## src/rtl/stopwatch_ctrl_if.sv

```systemverilog
// Button inputs and display/status outputs of the stopwatch controller.
// The master drives the keys; the slave (the controller) drives the display.
interface stopwatch_ctrl_if;
    logic       KEY_SS;
    logic       KEY_CLR;
    logic       KEY_LAP;
    logic [3:0] SEC_ONES;
    logic [3:0] SEC_TENS;
    logic       RUNNING;
    logic       LAP_ACTIVE;
    logic       TICK;

    modport master (
        output KEY_SS, KEY_CLR, KEY_LAP,
        input  SEC_ONES, SEC_TENS, RUNNING, LAP_ACTIVE, TICK
    );

    modport slave (
        input  KEY_SS, KEY_CLR, KEY_LAP,
        output SEC_ONES, SEC_TENS, RUNNING, LAP_ACTIVE, TICK
    );
endinterface

```

## src/rtl/stopwatch_ctrl.sv

```systemverilog
// Seconds stopwatch (00..59) with start/stop, clear and lap-freeze buttons,
// synchronised key inputs and fully registered display outputs.
module stopwatch_ctrl #(
    parameter int unsigned DIV = 50_000_000
) (
    input logic              CLK,
    input logic              RST,
    stopwatch_ctrl_if.slave  bus
);
    typedef enum logic [1:0] {IDLE, RUN, PAUSE} state_t;

    localparam logic [25:0] PRESC_MAX = 26'(DIV - 1);

    state_t      state_q, state_d;
    logic [2:0]  sync1_q, sync1_d, sync2_q, sync2_d, prev_q, prev_d;
    logic [2:0]  armed_q, armed_d;
    logic        sync_valid_q, sync_valid_d;
    logic [25:0] presc_q, presc_d;
    logic [3:0]  ones_q, ones_d, tens_q, tens_d;
    logic [3:0]  snap_ones_q, snap_ones_d, snap_tens_q, snap_tens_d;
    logic        lap_q, lap_d;
    logic [3:0]  out_ones_q, out_ones_d, out_tens_q, out_tens_d;
    logic        running_q, running_d, lap_out_q, lap_out_d, tick_q, tick_d;

    logic [2:0]  press;
    logic        ss_ev, clr_ev, lap_ev, tick_now;

    always_comb begin
        sync1_d      = {bus.KEY_LAP, bus.KEY_CLR, bus.KEY_SS};
        sync2_d      = sync1_q;
        prev_d       = sync2_q;
        sync_valid_d = 1'b1;
        // A key only arms once it has been seen released after reset, so a
        // button held through reset release does not produce a press.
        armed_d      = armed_q | ({3{sync_valid_q}} & ~sync1_q);
        press        = sync2_q & ~prev_q & armed_q;
        ss_ev        = press[0];
        clr_ev       = press[1];
        lap_ev       = press[2];
        tick_now     = (state_q == RUN) && (presc_q == PRESC_MAX);

        state_d = state_q;
        unique case (state_q)
            IDLE:    if (ss_ev && !clr_ev) state_d = RUN;
            RUN:     if (ss_ev) state_d = PAUSE;
            PAUSE: begin
                if (clr_ev)     state_d = IDLE;
                else if (ss_ev) state_d = RUN;
            end
            default: state_d = IDLE;
        endcase

        presc_d = presc_q;
        if (state_q == RUN) presc_d = tick_now ? 26'd0 : presc_q + 26'd1;

        ones_d = ones_q;
        tens_d = tens_q;
        if (tick_now) begin
            if (ones_q == 4'd9) begin
                ones_d = 4'd0;
                tens_d = (tens_q == 4'd5) ? 4'd0 : tens_q + 4'd1;
            end else begin
                ones_d = ones_q + 4'd1;
            end
        end

        // Lap decisions use the state before any same-cycle transition.
        snap_ones_d = snap_ones_q;
        snap_tens_d = snap_tens_q;
        lap_d       = lap_q;
        if (lap_ev) begin
            if (state_q == RUN) begin
                snap_ones_d = ones_d;
                snap_tens_d = tens_d;
                lap_d       = 1'b1;
            end else begin
                lap_d       = 1'b0;
            end
        end

        if (state_d == IDLE) begin
            presc_d     = 26'd0;
            ones_d      = 4'd0;
            tens_d      = 4'd0;
            snap_ones_d = 4'd0;
            snap_tens_d = 4'd0;
            lap_d       = 1'b0;
        end

        out_ones_d = lap_q ? snap_ones_q : ones_q;
        out_tens_d = lap_q ? snap_tens_q : tens_q;
        running_d  = (state_q == RUN);
        lap_out_d  = lap_q;
        tick_d     = tick_now;
    end

    always_ff @(posedge CLK) begin
        if (RST) begin
            state_q      <= IDLE;
            sync1_q      <= '0;
            sync2_q      <= '0;
            prev_q       <= '0;
            armed_q      <= '0;
            sync_valid_q <= 1'b0;
            presc_q      <= '0;
            ones_q       <= '0;
            tens_q       <= '0;
            snap_ones_q  <= '0;
            snap_tens_q  <= '0;
            lap_q        <= 1'b0;
            out_ones_q   <= '0;
            out_tens_q   <= '0;
            running_q    <= 1'b0;
            lap_out_q    <= 1'b0;
            tick_q       <= 1'b0;
        end else begin
            state_q      <= state_d;
            sync1_q      <= sync1_d;
            sync2_q      <= sync2_d;
            prev_q       <= prev_d;
            armed_q      <= armed_d;
            sync_valid_q <= sync_valid_d;
            presc_q      <= presc_d;
            ones_q       <= ones_d;
            tens_q       <= tens_d;
            snap_ones_q  <= snap_ones_d;
            snap_tens_q  <= snap_tens_d;
            lap_q        <= lap_d;
            out_ones_q   <= out_ones_d;
            out_tens_q   <= out_tens_d;
            running_q    <= running_d;
            lap_out_q    <= lap_out_d;
            tick_q       <= tick_d;
        end
    end

    assign bus.SEC_ONES   = out_ones_q;
    assign bus.SEC_TENS   = out_tens_q;
    assign bus.RUNNING    = running_q;
    assign bus.LAP_ACTIVE = lap_out_q;
    assign bus.TICK       = tick_q;
endmodule
```

## src/flat_wrapper.sv

```systemverilog
// flat-port wrapper written by rule: the top's interface ports become plain ports
module stopwatch_ctrl_flat 
#(
    parameter int unsigned DIV = 50_000_000
)
  (CLK, RST, bus_KEY_SS, bus_KEY_CLR, bus_KEY_LAP, bus_SEC_ONES, bus_SEC_TENS, bus_RUNNING, bus_LAP_ACTIVE, bus_TICK);
  stopwatch_ctrl_if bus_i ();
  input logic CLK;
  input logic RST;
  input wire logic [$bits(bus_i.KEY_SS)-1:0] bus_KEY_SS;
  input wire logic [$bits(bus_i.KEY_CLR)-1:0] bus_KEY_CLR;
  input wire logic [$bits(bus_i.KEY_LAP)-1:0] bus_KEY_LAP;
  output wire logic [$bits(bus_i.SEC_ONES)-1:0] bus_SEC_ONES;
  output wire logic [$bits(bus_i.SEC_TENS)-1:0] bus_SEC_TENS;
  output wire logic [$bits(bus_i.RUNNING)-1:0] bus_RUNNING;
  output wire logic [$bits(bus_i.LAP_ACTIVE)-1:0] bus_LAP_ACTIVE;
  output wire logic [$bits(bus_i.TICK)-1:0] bus_TICK;
  assign bus_i.KEY_SS = bus_KEY_SS;
  assign bus_i.KEY_CLR = bus_KEY_CLR;
  assign bus_i.KEY_LAP = bus_KEY_LAP;
  assign bus_SEC_ONES = bus_i.SEC_ONES;
  assign bus_SEC_TENS = bus_i.SEC_TENS;
  assign bus_RUNNING = bus_i.RUNNING;
  assign bus_LAP_ACTIVE = bus_i.LAP_ACTIVE;
  assign bus_TICK = bus_i.TICK;
  stopwatch_ctrl #(.DIV(DIV)) u_core (.CLK(CLK), .RST(RST), .bus(bus_i));
endmodule
```

## config.mk

```make
export PLATFORM = sky130hd
export DESIGN_NAME = stopwatch_ctrl_flat
export DESIGN_NICKNAME = d
export VERILOG_FILES = /design/src/rtl/stopwatch_ctrl_if.sv /design/src/rtl/stopwatch_ctrl.sv /design/src/flat_wrapper.sv
export SDC_FILE = /design/constraint.sdc
export NUM_CORES = 1
export LEC_CHECK = 0
export CAP_MARGIN = 25
export CORE_AREA = 2 2 79 66
export DETAILED_ROUTE_END_ITERATION = 16
export DIE_AREA = 0 0 81 68
export PLACE_DENSITY = 0.81
export SYNTH_ARGS = -nofsm -noshare
export SYNTH_HDL_FRONTEND = slang
export SYNTH_SLANG_ARGS = --single-unit
```

## constraint.sdc

```tcl
create_clock -name CLK -period 4.7 [get_ports CLK]
set_input_delay 0.705 -clock CLK [delete_from_list [all_inputs] [get_ports CLK]]
set_output_delay 0.705 -clock CLK [all_outputs]
set_load 0.1 [all_outputs]
```

After elaboration in Yosys (flattened, before gate mapping)
Index checks and enable logic that the tools add are counted.

Bits in registers: 69. Input bits: 5. Logic and storage cells: 53. Output and inout port bits: 11.

Reduce and logical (&&, ||, !) cells: 7. Mux-type cells: 15. Eq/ne operators: 5. Bitwise logic cells: 6. $add $sub $neg: 3.

Operators with widths (count): $mux 4 (7); $add 26x1->26 const B (1); $eq 26x26->1 const B (1); $mux 26 (1); $and 3x3->3 (3); $add 4x1->4 const B (2); $mux 2 (4); $not 3->3 (2); $pmux 2 s3 (1); $eq 4x3->1 const B (1); $eq 4x4->1 const B (1); $logic_not 2->1 (2); $or 3x3->3 (1); $eq 2x1->1 const B (1); $eq 2x2->1 const B (1); $logic_and 1x1->1 (2); $mux 1 (2); $reduce_and 2->1 (1); $reduce_or 2->1 (1); $logic_not 1->1 (1).

Logic depth before layout (Yosys ltp)
Depth in word-level cells: 9. Mapped depth: 8. Gate-level depth less buffers: 6.

Worst setup path before layout
Ideal clock, no wire load.

Path kind: input to register. Start: input RST. End: register u_core.ones_q[0]. Cell stages on the path: 6. Data arrival time: 1.613 ns. Data required time: 4.572 ns. Setup time: 0.128 ns. Slack: 2.959 ns. Path buffers: 3. Cells stage by stage: clkbuf_1 -> inv_1 -> o21ai_1 -> buf_2 -> clkbuf_1 -> nor2_1.

Longest elaborated chain between the ends: 1.

Ends and longest elaborated chain: from (decl) (RTL line flat_wrapper.sv:9) `input logic RST;`; $reduce_or 2->1 (no line); to (signal assigned) (RTL line stopwatch_ctrl.sv:124) `ones_q <= ones_d;`; to (decl) (RTL line stopwatch_ctrl.sv:19) `logic [3:0] ones_q, ones_d, tens_q, tens_d;`.

Every way passes these cells. A chain may end at the register's enable or synchronous reset.

Final worst setup path
Start: register u_core.out_tens_q[1] (netlist: u_core.bus.SEC_TENS[1]). End: output bus_SEC_TENS[1].

RTL lines: from (decl) (RTL line stopwatch_ctrl.sv:22) `logic [3:0] out_ones_q, out_ones_d, out_tens_q, out_tens_d;`; from (signal assigned) (RTL line stopwatch_ctrl.sv:130) `out_tens_q <= out_tens_d;`; to (decl) (RTL line flat_wrapper.sv:14) `output wire logic [$bits(bus_i.SEC_TENS)-1:0] bus_SEC_TENS;`.

No word-level cell between the ends.

==> results.sh <==
export IMPL_cp_end_kind="primary output"
export IMPL_peakVddDrop_mv=0.2122
export IMPL_wl_per_cell_um=13.20
export IMPL_synth_xor_area_share_pct=8.514
export IMPL_postCtsSetupBuffers=0
export IMPL_h_tree_depth=3
export IMPL_avgViaCountPerCell=5.452
export IMPL_nNetsFinal=328
export IMPL_cts_hold_buf=0
export IMPL_synth_area_sq_um=2880
export IMPL_fin_ws_ns=2.195
export IMPL_slew_violations=0
export IMPL_cts_buffers=9
export IMPL_drt_initial_drc_count=179
export IMPL_finalNonFillerCells=389
export IMPL_fmax_mhz=399.2
export IMPL_tns_ns=0
export IMPL_start_util_pct=60.29
export IMPL_antenna_found_initial=0
export IMPL_first_global_vias=1871
export IMPL_yosysTopAreaCellShare_pct=47.96
export IMPL_port_buffers=15
export IMPL_dpl_hpwl_um=3525
export IMPL_firstDrtPassIters=4
export IMPL_path_class="reg2out"
export IMPL_path_clk_slew_ns=0.07
export IMPL_ys_types=42
export IMPL_grt_max_degree=27
export IMPL_seq_area_frac_synth_pct=47.96
export IMPL_diodes=0
export IMPL_synth_main_ff_cell="dfxtp_1"
export IMPL_cts_root_buf="clkbuf_8"
export IMPL_fill_cells=392
export IMPL_num_rows=23
export IMPL_drc=0
export IMPL_synth_simple_area_share_pct=29.45
export IMPL_internal_power_mw=0.8968
export IMPL_synth_nets=311
export IMPL_path_cells="clkdlybuf4s50_1"
export IMPL_ys_ff_latch=69
export IMPL_critPathArrivalTime_ns=1.80
export IMPL_pwr_share_seq_pct=52.6
export IMPL_synth_largest_area_cell="dfxtp_1"
export IMPL_final_hold_violation_count=0
export IMPL_tightest_slew_ns=0.9848
export IMPL_setup_violations=0
export IMPL_coreArea_sq_um=4777
export IMPL_route_vias_total=2121
export IMPL_synth_compound_area_share_pct=6.082
export IMPL_hold_ws_ns=0.4378
export IMPL_dp_cells=373
export IMPL_yosys_top_cells_count="dfxtp_1 (69), nor2_1 (67), xor2_1 (19)"
export IMPL_max_stage_delay_ns=1.13
export IMPL_cts_buffer_depth=2
export IMPL_power_frac_clock_pct=45.7
export IMPL_pwr_share_comb_pct=1.7
export IMPL_synth_most_common_cell="dfxtp_1"
export IMPL_min_period_ns=2.505
export IMPL_io_pins=16
export IMPL_cp_num_buf_inv=1
export IMPL_clock_latency_ns=0.34
export IMPL_ys_warn_count=0
export IMPL_avgSynthCellArea_sq_um=9.443
export IMPL_fp_dieArea_sq_um=5508
export IMPL_grt_pass1_wl_um=8569
export IMPL_power_density_nw_per_um2=344.3
export IMPL_outcome="complete, no violations"
export IMPL_drive_above_1_share_pct=8.869
export IMPL_synth_edf_count=0
export IMPL_ys_async_sr_fraction_pct=0
export IMPL_timing_final_crit_share_pct=53.30
export IMPL_cts_tree="yes"
export IMPL_synth_area_leaders="dfxtp_1 (48%), nor2_1 (8.7%), xor2_1 (5.8%)"
export IMPL_gr_usage_all_layers_pct=20.74
export IMPL_crit_path_start_kind="register"
export IMPL_cap_violations=0
export IMPL_synth_mux_area_share_pct=3.823
export IMPL_crit_path_top_delay_cell="clkdlybuf4s50_1"
export IMPL_pre_cts_ws_ns=1.827
export IMPL_cts_sinks=69
export IMPL_synth_top_family_by_area="simple AND/OR/NAND/NOR gates"
export IMPL_critPathMaxFanout=1
export IMPL_cp_top_family="buffers and inverters"
export IMPL_hold_class="reg2reg"
export IMPL_skew_ns=0.008171
export IMPL_relSlewSlack_pct=33.99
export IMPL_worstPathRequired_ns=3.99
export IMPL_p_sw_share_pct=20.49
export IMPL_globalplace_congestion=0.8127
export IMPL_routed_wl_um=5134
export IMPL_p_leak_nw=1.118
export IMPL_drtAntennaViolNets=0
export IMPL_cts_repair_resized=0
export IMPL_synth_fa_ha_area_share_pct=0.4344
export IMPL_power_switching_mw=0.2311
export IMPL_grt_overflow=0
export IMPL_die_x_um=81
export IMPL_synthCells=305
export IMPL_rsz0062_at_grt="no"
export IMPL_dieHeight_um=68
export IMPL_syn_to_final_growth_pct=13.73
export IMPL_power_mw=1.128
## metal layers
| metal | GRT usage [%] | vias up | share of wire [%] |
|---|---|---|---|
| met5 | 0 | - | 0 |
| met4 | 9.746 | 0 | 0.72 |
| met3 | 6.728 | 4 | 5.3 |
| met2 | 31.82 | 50 | 48 |
| met1 | 26.71 | 986 | 46 |
| li1 | - | 1081 | - |
## cells by family after synthesis
logic type                 after synthesis
xor gates and xnor gates                28
and+or+nand+nor                        147
AOI/OAI and AO/OA                       26
DFF                                     69
adders and majority gates                1
buffers and inverters                   23
muxes                                   11
## cell type report
cell class | instances | area (sq um) | share of cell area, %
multi-input cells | 213 | 1391 | 42.48
flip-flops and latches | 69 | 1381 | 42.17
repair buffers | 17 | 165.2 | 5.042
clock buffers | 10 | 127.6 | 3.896
clock inverters | 6 | 87.58 | 2.674
well taps | 62 | 77.57 | 2.368
inverters | 12 | 45.04 | 1.375
## power by group through the flow
stage	Clock [mW]	Combinational, mW	Sequential (mW)
final	0.515	0.0195	0.593
after floorplan	0	0.0135	0.607
after detailed placement	0	0.0196	0.607
after global placement	0	0.0187	0.606
after global routing	0.553	0.0217	0.594
after CTS	0.528	0.0197	0.593
## metrics by stage
step	cell area [sq um]	utilization, %
floorplan	2880	-
global placement	3060	64.07
detailed placement	3060	64.07
CTS	3276	68.57
global route	3276	68.57
finish	3276	68.57
## final timing paths
path | cells past startpoint | start | slack, ns | end
setup / recovery | 1 | u_core.bus.SEC_TENS[1] | 2.19 | bus_SEC_TENS[1]
setup reg to reg | 6 | u_core.presc_q[0] | 2.31 | u_core.presc_q[5]
hold / removal | 2 | u_core.sync1_q[2] | 0.44 | u_core.prev_d[2]
hold reg to reg | 2 | u_core.sync1_q[2] | 0.44 | u_core.prev_d[2]
## state kept, by name, indices dropped and copies added (netlist names), 2 cells and up
name,cells
u_core.presc_q,26
u_core.ones_q,4
u_core.prev_q,3
u_core.snap_tens_q,4
u_core.armed_q,3
u_core.bus.SEC_TENS,4
u_core.prev_d,3
u_core.bus.SEC_ONES,4
u_core.tens_q,4
u_core.snap_ones_q,4
u_core.state_q,2
u_core.sync1_q,3
## worst register-to-register path, delay by kind of cell (launching register included)
| kind | cells | cell delay (ns) |
|---|---|---|
| and+or+nand+nor | 5 | 1.61 |
| DFF | 1 | 0.39 |
| adders and majority gates | 1 | 0.24 |
## placed cells by master, fill, tap and decap left out, types with 3 or more instances in the layout
cell type / n
xor2_1: 19
nand2_1: 14
nand4_1: 14
a211oi_1: 6
and3_1: 3
nand4b_1: 4
nor2_1: 67
dfxtp_1: 69
nand2b_1: 3
clkbuf_8: 9
nor4_4: 3
nand3b_1: 4
clkdlybuf4s50_1: 15
inv_1: 12
nor2b_1: 9
and4_1: 3
mux2i_1: 11
nand3_1: 9
xnor2_1: 9
a21oi_1: 10
No activity file was read; power rests on OpenSTA's default activity.
